**src/rtl/ram_output_drain_pkg.sv**
```systemverilog
// Shared types and default frame geometry for the output frame buffer.
package ram_output_drain_pkg;

    typedef enum logic {FILL, DRAIN} drain_state_t;

    localparam int COLS   = 4;
    localparam int ROWS   = 4;
    localparam int Y_BITS = 8;

endpackage

```
**src/rtl/ram_output.sv**
```systemverilog
// Single-port frame RAM with a fixed LATENCY-cycle registered read path.
module ram_output #(
    parameter int DEPTH   = 16,
    parameter int WIDTH   = 8,
    parameter int LATENCY = 2,
    parameter int AW      = $clog2(DEPTH)
) (
    input  logic             clk,
    input  logic             ena,
    input  logic             wea,
    input  logic [AW-1:0]    addra,
    input  logic [WIDTH-1:0] dina,
    output logic [WIDTH-1:0] douta
);

    logic [WIDTH-1:0] mem  [DEPTH];
    logic [WIDTH-1:0] pipe [LATENCY];

    // Later stages advance every cycle so the read latency never stretches.
    always_ff @(posedge clk) begin
        if (ena) begin
            if (wea) mem[addra] <= dina;
            pipe[0] <= mem[addra];
        end
        for (int i = 1; i < LATENCY; i++) pipe[i] <= pipe[i-1];
    end

    assign douta = pipe[LATENCY-1];

endmodule

```
**src/rtl/ram_output_drain.sv**
```systemverilog
// Frame buffer: fill DEPTH words, then drain them in order through a
// credit-counted skid FIFO that hides the RAM read latency.
module ram_output_drain
    import ram_output_drain_pkg::*;
#(
    parameter int DEPTH   = COLS * ROWS,
    parameter int WIDTH   = Y_BITS,
    parameter int LATENCY = 2,
    parameter int SKID    = LATENCY + 1
) (
    input  logic             clk,
    input  logic             rst,
    input  logic [WIDTH-1:0] s_data,
    input  logic             s_valid,
    output logic             s_ready,
    input  logic             s_last,
    output logic [WIDTH-1:0] m_data,
    output logic             m_valid,
    input  logic             m_ready,
    output logic             m_last,
    output logic             err_last
);

    localparam int AW = $clog2(DEPTH);
    localparam int PW = (SKID > 1) ? $clog2(SKID) : 1;
    localparam int CW = $clog2(SKID + 1);
    localparam logic [AW-1:0] LAST_ADDR = AW'(DEPTH - 1);
    localparam logic [AW:0]   DEPTH_W   = (AW + 1)'(DEPTH);

    drain_state_t state, state_nxt;
    logic [AW-1:0]      wr_addr;
    logic [AW:0]        rd_addr;
    logic [LATENCY-1:0] inflight, inflight_last;
    logic [WIDTH:0]     fifo_mem [SKID];
    logic [PW-1:0]      wp, rp;
    logic [CW-1:0]      count;
    logic               wr_en, issue, issue_last, push, pop;
    logic               ena, wea;
    logic [AW-1:0]      addra;
    logic [WIDTH-1:0]   douta;
    int                 in_use;

    function automatic logic [PW-1:0] ptr_inc(input logic [PW-1:0] p);
        return (p == PW'(SKID - 1)) ? '0 : p + 1'b1;
    endfunction

    assign s_ready    = (state == FILL);
    assign m_valid    = (count != '0);
    assign pop        = m_valid & m_ready;
    assign push       = inflight[LATENCY-1];
    assign m_data     = fifo_mem[rp][WIDTH-1:0];
    assign m_last     = m_valid & fifo_mem[rp][WIDTH];
    assign issue_last = (rd_addr == (AW + 1)'(DEPTH - 1));

    // A word popped this cycle frees its slot for a read issued this cycle.
    assign in_use = $countones(inflight) + int'(count) - int'(pop);

    always_comb begin
        state_nxt = state;
        wr_en     = 1'b0;
        issue     = 1'b0;
        ena       = 1'b0;
        wea       = 1'b0;
        addra     = wr_addr;
        case (state)
            FILL: begin
                wr_en = s_valid;
                ena   = s_valid;
                wea   = s_valid;
                if (s_valid && wr_addr == LAST_ADDR) state_nxt = DRAIN;
            end
            DRAIN: begin
                ena   = 1'b1;
                addra = rd_addr[AW-1:0];
                issue = (rd_addr < DEPTH_W) && (in_use < SKID);
                if (pop && m_last) state_nxt = FILL;
            end
            default: state_nxt = FILL;
        endcase
    end

    always_ff @(posedge clk or posedge rst) begin
        if (rst) begin
            state         <= FILL;
            wr_addr       <= '0;
            rd_addr       <= '0;
            inflight      <= '0;
            inflight_last <= '0;
            err_last      <= 1'b0;
        end else begin
            state <= state_nxt;
            if (wr_en) begin
                wr_addr <= (wr_addr == LAST_ADDR) ? '0 : wr_addr + 1'b1;
                if (s_last != (wr_addr == LAST_ADDR)) err_last <= 1'b1;
            end
            if (state == DRAIN && pop && m_last) rd_addr <= '0;
            else if (issue)                      rd_addr <= rd_addr + 1'b1;
            inflight[0]      <= issue;
            inflight_last[0] <= issue & issue_last;
            for (int i = 1; i < LATENCY; i++) begin
                inflight[i]      <= inflight[i-1];
                inflight_last[i] <= inflight_last[i-1];
            end
        end
    end

    // Skid FIFO: the last-word tag rides in the top bit of each entry.
    always_ff @(posedge clk or posedge rst) begin
        if (rst) begin
            wp    <= '0;
            rp    <= '0;
            count <= '0;
            for (int i = 0; i < SKID; i++) fifo_mem[i] <= '0;
        end else begin
            if (push) begin
                fifo_mem[wp] <= {inflight_last[LATENCY-1], douta};
                wp           <= ptr_inc(wp);
            end
            if (pop) rp <= ptr_inc(rp);
            count <= count + CW'(push) - CW'(pop);
        end
    end

    ram_output #(
        .DEPTH  (DEPTH),
        .WIDTH  (WIDTH),
        .LATENCY(LATENCY),
        .AW     (AW)
    ) u_ram (
        .clk  (clk),
        .ena  (ena),
        .wea  (wea),
        .addra(addra),
        .dina (s_data),
        .douta(douta)
    );

endmodule

```
**config.mk**
```make
export PLATFORM = sky130hd
export DESIGN_NAME = ram_output_drain
export DESIGN_NICKNAME = d
export VERILOG_FILES = /design/src/rtl/ram_output_drain_pkg.sv /design/src/rtl/ram_output.sv /design/src/rtl/ram_output_drain.sv
export SDC_FILE = /design/constraint.sdc
export NUM_CORES = 1
export LEC_CHECK = 0
export BUFFER_PORTS_ARGS = -buffer_cell sky130_fd_sc_hd__clkbuf_2
export CORE_UTILIZATION = 40
export DETAILED_ROUTE_END_ITERATION = 12
export GPL_ROUTABILITY_DRIVEN = 0
export PLACE_DENSITY = 0.66
export SLEW_MARGIN = 40
export SYNTH_ARGS = -nofsm -noshare
export SYNTH_HDL_FRONTEND = slang
export SYNTH_SLANG_ARGS = --single-unit
```
**constraint.sdc**
```tcl
create_clock -name clk -period 6.9 [get_ports clk]
set_input_delay 0.69 -clock clk [delete_from_list [all_inputs] [get_ports clk]]
set_output_delay 0.69 -clock clk [all_outputs]
set_load 0.1 [all_outputs]
```
[Word-level counts from Yosys, hierarchy flattened]
Memory sizes are Yosys's and may differ from the RTL's.
Cells that the tools add are included.
Widths: inputs -> output; s select.
Storage, ports and cells
  register bits after elaboration: 48
  bits in writable memories: 144
  output and inout bits: 12
  word-level logic and storage cells: 71
  memories: 2
Memories
  u_ram.mem: words 16, bits a word 8, read ports 1, clocked after Yosys merged registers in 0, wr ports 1, line ram_output.sv:16  | logic [WIDTH-1:0] mem [DEPTH];
  u_ram.pipe: words 2, bits a word 8, read ports 2, clocked after Yosys merged registers in 0, wr ports 2, line ram_output.sv:17  | logic [WIDTH-1:0] pipe [LATENCY];
Cells by class
  $add $sub $neg: 9
  order comparisons: 5
  eq/ne operators: 5
  muxes and demuxes: 23
  bitwise gates (word level): 6
  reductions and logical operators: 9
Operators with widths (count)
  $bwmux 27: 1
  $mux 9: 3
  $bmux 9 s2: 1
  $demux 9 s2: 1
  $mux 5: 2
  $mux 1: 9
  $mux 4: 2
  $ge 3x3->1 const B: 2
  $logic_and 1x1->1: 6
  $not 2->3: 2
  $add 5x1->5 const B: 1
  $eq 5x4->1 const B: 1
  $lt 5x5->1 const B: 1
  $add 2x1->2 const B: 2
  $add 4x1->4 const B: 1
  $eq 2x2->1 const B: 2
  $eq 4x4->1 const B: 1
  $lt 4x3->1 const B: 1
  $mux 2: 2
  $pmux 1 s2: 2
  $reduce_bool 2->1: 2
  $sub 3x1->4: 1
  $add 2x2->3: 1
  $and 1x1->1: 3
  other kinds (7): 7

[Longest topological paths before layout]
  depth after elaboration: 8
  mapped depth: 10
  mapped depth without buffers: 10

[Modules after synthesis]
A second synthesis with hierarchy kept.
Second synthesis, totals
  cells, all modules: 438
  area total of the unflattened synthesis: 7737.4 sq um
Modules (own cells, without submodules)
  ram_output: times used 1, cells an instance 249, area each 5451.5 sq um, seq. area each 4244.1 sq um
  ram_output_drain: times used 1, cells an instance 189, area each 2285.9 sq um, seq. area each 1201.2 sq um

[Worst setup path before layout]
Ideal clock, no wire load.
  path type: flip-flop to output port
  start point: register rp[0]
  end point: output m_data[1]
  arrival: 3042 ps
  data required time: 6210 ps
  slack: 3168 ps
  cell stages (with the launch flop): 4
  path through: dfrtp_1 buf_1 mux2i_1 o21ai_0
Between the ends
  longest elaborated chain between the ends: 4
RTL lines
  start, declared: line ram_output_drain.sv:35  | logic [PW-1:0] wp, rp;
  start signal, assigned: line ram_output_drain.sv:119  | if (pop) rp <= ptr_inc(rp);
  $not 2->3 (implied by the code): line ram_output_drain.sv:51  | assign m_data = fifo_mem[rp][WIDTH-1:0];
  $bmux 9 s2: line ram_output_drain.sv:51
  $mux 9 (2 in series)
  end, declared: line ram_output_drain.sv:17  | output logic [WIDTH-1:0] m_data,
Every way passes these cells. The select of a mux whose other input is x is not followed.

[Worst setup path in the final report]
  start point: register count[1]
  end point: register rd_addr[3]
Between the ends
  longest elaborated chain between the ends: 7
  elaborated cells on any way between the ends: 12
  classes of those cells: add/sub: 2; order compare: 1; mux: 2; bitwise: 2; reduce/logical: 5
RTL lines
  start, declared: line ram_output_drain.sv:36  | logic [CW-1:0] count;
  start signal, assigned: line ram_output_drain.sv:120  | count <= count + CW'(push) - CW'(pop);
  $reduce_bool 2->1 (*): line ram_output_drain.sv:48  | assign m_valid = (count != '0);
  $and 1x1->1 (*): line ram_output_drain.sv:49  | assign pop = m_valid & m_ready;
  via pop: line ram_output_drain.sv:37  | logic wr_en, issue, issue_last, push, pop;
  $sub 3x1->4: line ram_output_drain.sv:56  | assign in_use = $countones(inflight) + int'(count) - int'(pop);
  $lt 4x3->1: line ram_output_drain.sv:75  | issue = (rd_addr < DEPTH_W) && (in_use < SKID);
  $logic_and 1x1->1: line ram_output_drain.sv:75
  $mux 1: line ram_output_drain.sv:65  | case (state)
  $reduce_bool 2->1 (no source line)
  end signal, assigned: line ram_output_drain.sv:97  | else if (issue) rd_addr <= rd_addr + 1'b1;
  end, declared: line ram_output_drain.sv:32  | logic [AW:0] rd_addr;
The timed path passes the listed nets; every way through them passes the cells marked *.
A chain may end at the register's enable or synchronous reset.

==> impl_metrics.ini <==
[synthesis]
yosysTopAreaCell = edfxtp_1
avgSynthCellArea_um2 = 13.7
synth_nets = 655
synth_edf_count = 136
synthDistinctLibCells = 51
yosysSeqAreaShare_pct = 62.9
ys.flop_type = edfxtp_1
synth.area.top_cells = edfxtp_1, dfrtp_1, nand4b_1
synthCells = 633
synth_top_area_share_pct = 47.1
netlist_area_mm2 = 0.00866
async_reset_ff_share_pct = 25.0
yosysWarnings = 0
ys_ff_latch = 192

[pwr]
power_density_mw_per_mm2 = 359
p_leak_nw = 3.50
vdd_ir_drop_max_mv = 0.199

[sta]
post-route-min-period_ps = 3360
hold_ws_ps = 309
hold_viol_final = 0
maxSlewHeadroom_pct = 39.6
clock.fmax_mhz = 298
fin_crit_sh_pct = 48.7
tns_ps = 0
tightest_slew_ps = 902
setup_viol = 0
fin_skew_ps = 9.53
maxSlewViolCount = 0
grt_setup_unrepaired = false

[cells_and_area]
area_growth_pct = 9.87
fillers = 1839
insertedDiodeCount = 0
nNetsFinal = 655
drive_gt1_share_pct = 16.7

[min_path]
hold_class = input pin to async pin

[global_routing]
grtUsageTotal_pct = 18.0
grt_pass1_wl_mm = 29.7
antenna_found_initial = 0
grt_max_degree = 62
grt_overflow = 0
grt_pass1_vias = 5284

[detailed_routing]
detail-route-antenna-nets = 0
drt_iter0_drc = 599
via_per_inst = 5.88
dr.pass1.iters = 5
wl_per_cell_um = 20.5
drt_drc_violations_left = 0
via_count = 5411
routed_wl_mm = 18.8

[clock_network]
cts-htree-levels = 4
path_clk_slew_ps = 70
cts_made_buffers = 17
clock_sinks = 192
ctsHoldBuffers = 0
cts_resized = 0
cts_tree = yes
cts_max_path_buffers = 2
cts_root_buf = clkbuf_16
post_cts_buffers = 0
clk-insertion-delay-late_ps = 440

[setup_path]
required_ps = 7260
crit_path_start_kind = flip-flop
r2r_slack_ps = 3540
arrival_ps = 3720
cp_slowest_cell = or4_1
cpPeakStageDelay_ps = 530
path_class = flip-flop to flip-flop
crit_fanout = 8
cp_common_cell = fa_1
crit_path_end_kind = flip-flop
crit_path_cell_trace = or2_2 -> nand2_1 -> inv_1 -> ha_1 -> fa_1 -> fa_1 -> xor2_1 -> o21a_1 -> or4_1 -> a21oi_1

[floorplanning]
die_x_um = 149
dieArea_mm2 = 0.0222
die_y_um = 149
rows = 53
pin_count = 25
initial_utilization_pct = 40.9
core_mm2 = 0.0212

[run]
maxCapViolCount = 0

[run_status]
status = finished, final reports clean

[place]
hpwl_mm = 11.7
portBuffers = 24
==> kinds of logic after synthesis <==
logic type	Yosys count	synth area share (%)
adders and majority gates	9	1.47
DFF	192	62.9
muxes	54	9.35
and+or+nand+nor	221	15.3
xor gates and xnor gates	5	0.506
AOI/OAI and AO/OA	91	7.40
buffers and inverters	61	3.16
==> sequential cells by signal, summed over array words and instances, names as in the netlist, 2 cells and up <==
name and cells:
inflight_last 2, rd_addr 5, fifo_mem 27, wr_addr 4, inflight 2, count 2, wp 2, rp 2
u_ram.pipe 16, u_ram.mem 128
==> final cells by class <==
| class | count | area [um^2] | area share [%] |
|---|---|---|---|
| Clock buffer | 27 | 505 | 5.31 |
| Clock inverter | 5 | 31.3 | 0.329 |
| Inverter | 10 | 40.0 | 0.421 |
| Multi-Input combinational cell | 380 | 2970 | 31.2 |
| Sequential cell | 192 | 5450 | 57.3 |
| Tap cell | 275 | 344 | 3.62 |
| Timing Repair Buffer | 32 | 180 | 1.89 |
==> per-stage QoR <==
step / worst slack (ps) / cell area [um^2] / cells / utilization (%) / total power [mW]
final: 3540 / 9520 / 921 / 45.0 / 3.41
after global routing: 3390 / 9520 / 921 / 45.0 / 3.57
after CTS: 3480 / 9500 / 921 / 44.9 / 3.42
after detailed placement: 3560 / 8960 / 889 / 42.4 / 2.51
after global placement: 3700 / 8950 / 889 / 42.3 / 2.48
after floorplan: 3170 / 8660 / 633 / - / 2.27
==> per-layer routing <==
metal	part of all wire, %	global-route usage (%)	vias up	wire length [um]
li1	-	-	2457	-
met4	1.7	6.89	0	327
met2	48	29.0	200	9070
met3	6.5	4.10	24	1230
met5	0	0	-	0
met1	44	23.7	2730	8220
==> synthesized netlist by cell type, types with 5 or more instances <==
master,instances
nor3_1,5
clkbuf_1,27
o31ai_1,17
buf_2,10
or4bb_1,16
nand2_1,79
nand3_1,6
mux2_2,27
dfrtp_1,48
nor2_1,24
ha_1,7
a21oi_1,6
nand4b_1,48
mux4_1,7
inv_1,10
o21a_1,18
buf_1,8
o21ai_0,24
mux4_2,9
o41ai_1,16
dfxtp_1,8
edfxtp_1,136
mux2i_1,9
nand4_1,24
==> path summary, 6_finish.rpt <==
check,startpoint,cells after the start,to
setup / recovery,count[1]$_DFF_PP0_,10,rd_addr[3]$_DFFE_PP0P_
hold / removal,rst,2,rp[0]$_DFFE_PP0P_
setup reg to reg,count[1]$_DFF_PP0_,10,rd_addr[3]$_DFFE_PP0P_
hold reg to reg,u_ram.pipe[0][6]$_DFFE_PP_,0,u_ram.pipe[0][14]$_DFF_P_
max in group asynchronous,rst,2,state$_DFF_PP0_
min in group clk,u_ram.pipe[0][6]$_DFFE_PP_,0,u_ram.pipe[0][14]$_DFF_P_
==> critical path: cells and delay by family (launching register included) <==
family	cells	cell delay [ps]
fa+ha+maj	3	1110
simple gates	3	1020
flops	1	460
compound gates	2	430
xor+xnor	1	160
buf+inv	1	110
==> power by group <==
part	total, mW	internal [mW]	switching (mW)
clock network	0.912	0.504	0.409
logic	0.955	0.343	0.612
registers	1.55	1.40	0.152
total	3.41	2.24	1.17
==> cells in the final DEF, fill, tap and decap left out, drive strengths merged, types with 2 or more instances in the layout <==
cell type / n
nand3: 6
inv: 12
mux4: 16
nor2b: 3
o21ai: 25
a21o: 3
nand2: 79
o21a: 18
nand4: 24
o41ai: 16
nand4b: 48
or2: 2
or3: 4
nor3b: 2
clkinv: 3
nor3: 6
dfxtp: 8
or4bb: 16
ha: 7
o31ai: 17
fa: 2
and3: 2
nor2: 24
dfrtp: 48
clkbuf: 51
xnor2: 4
buf: 8
edfxtp: 136
a21oi: 6
mux2: 28
nand3b: 2
mux2i: 10
No activity file was read; power rests on OpenSTA's default activity.
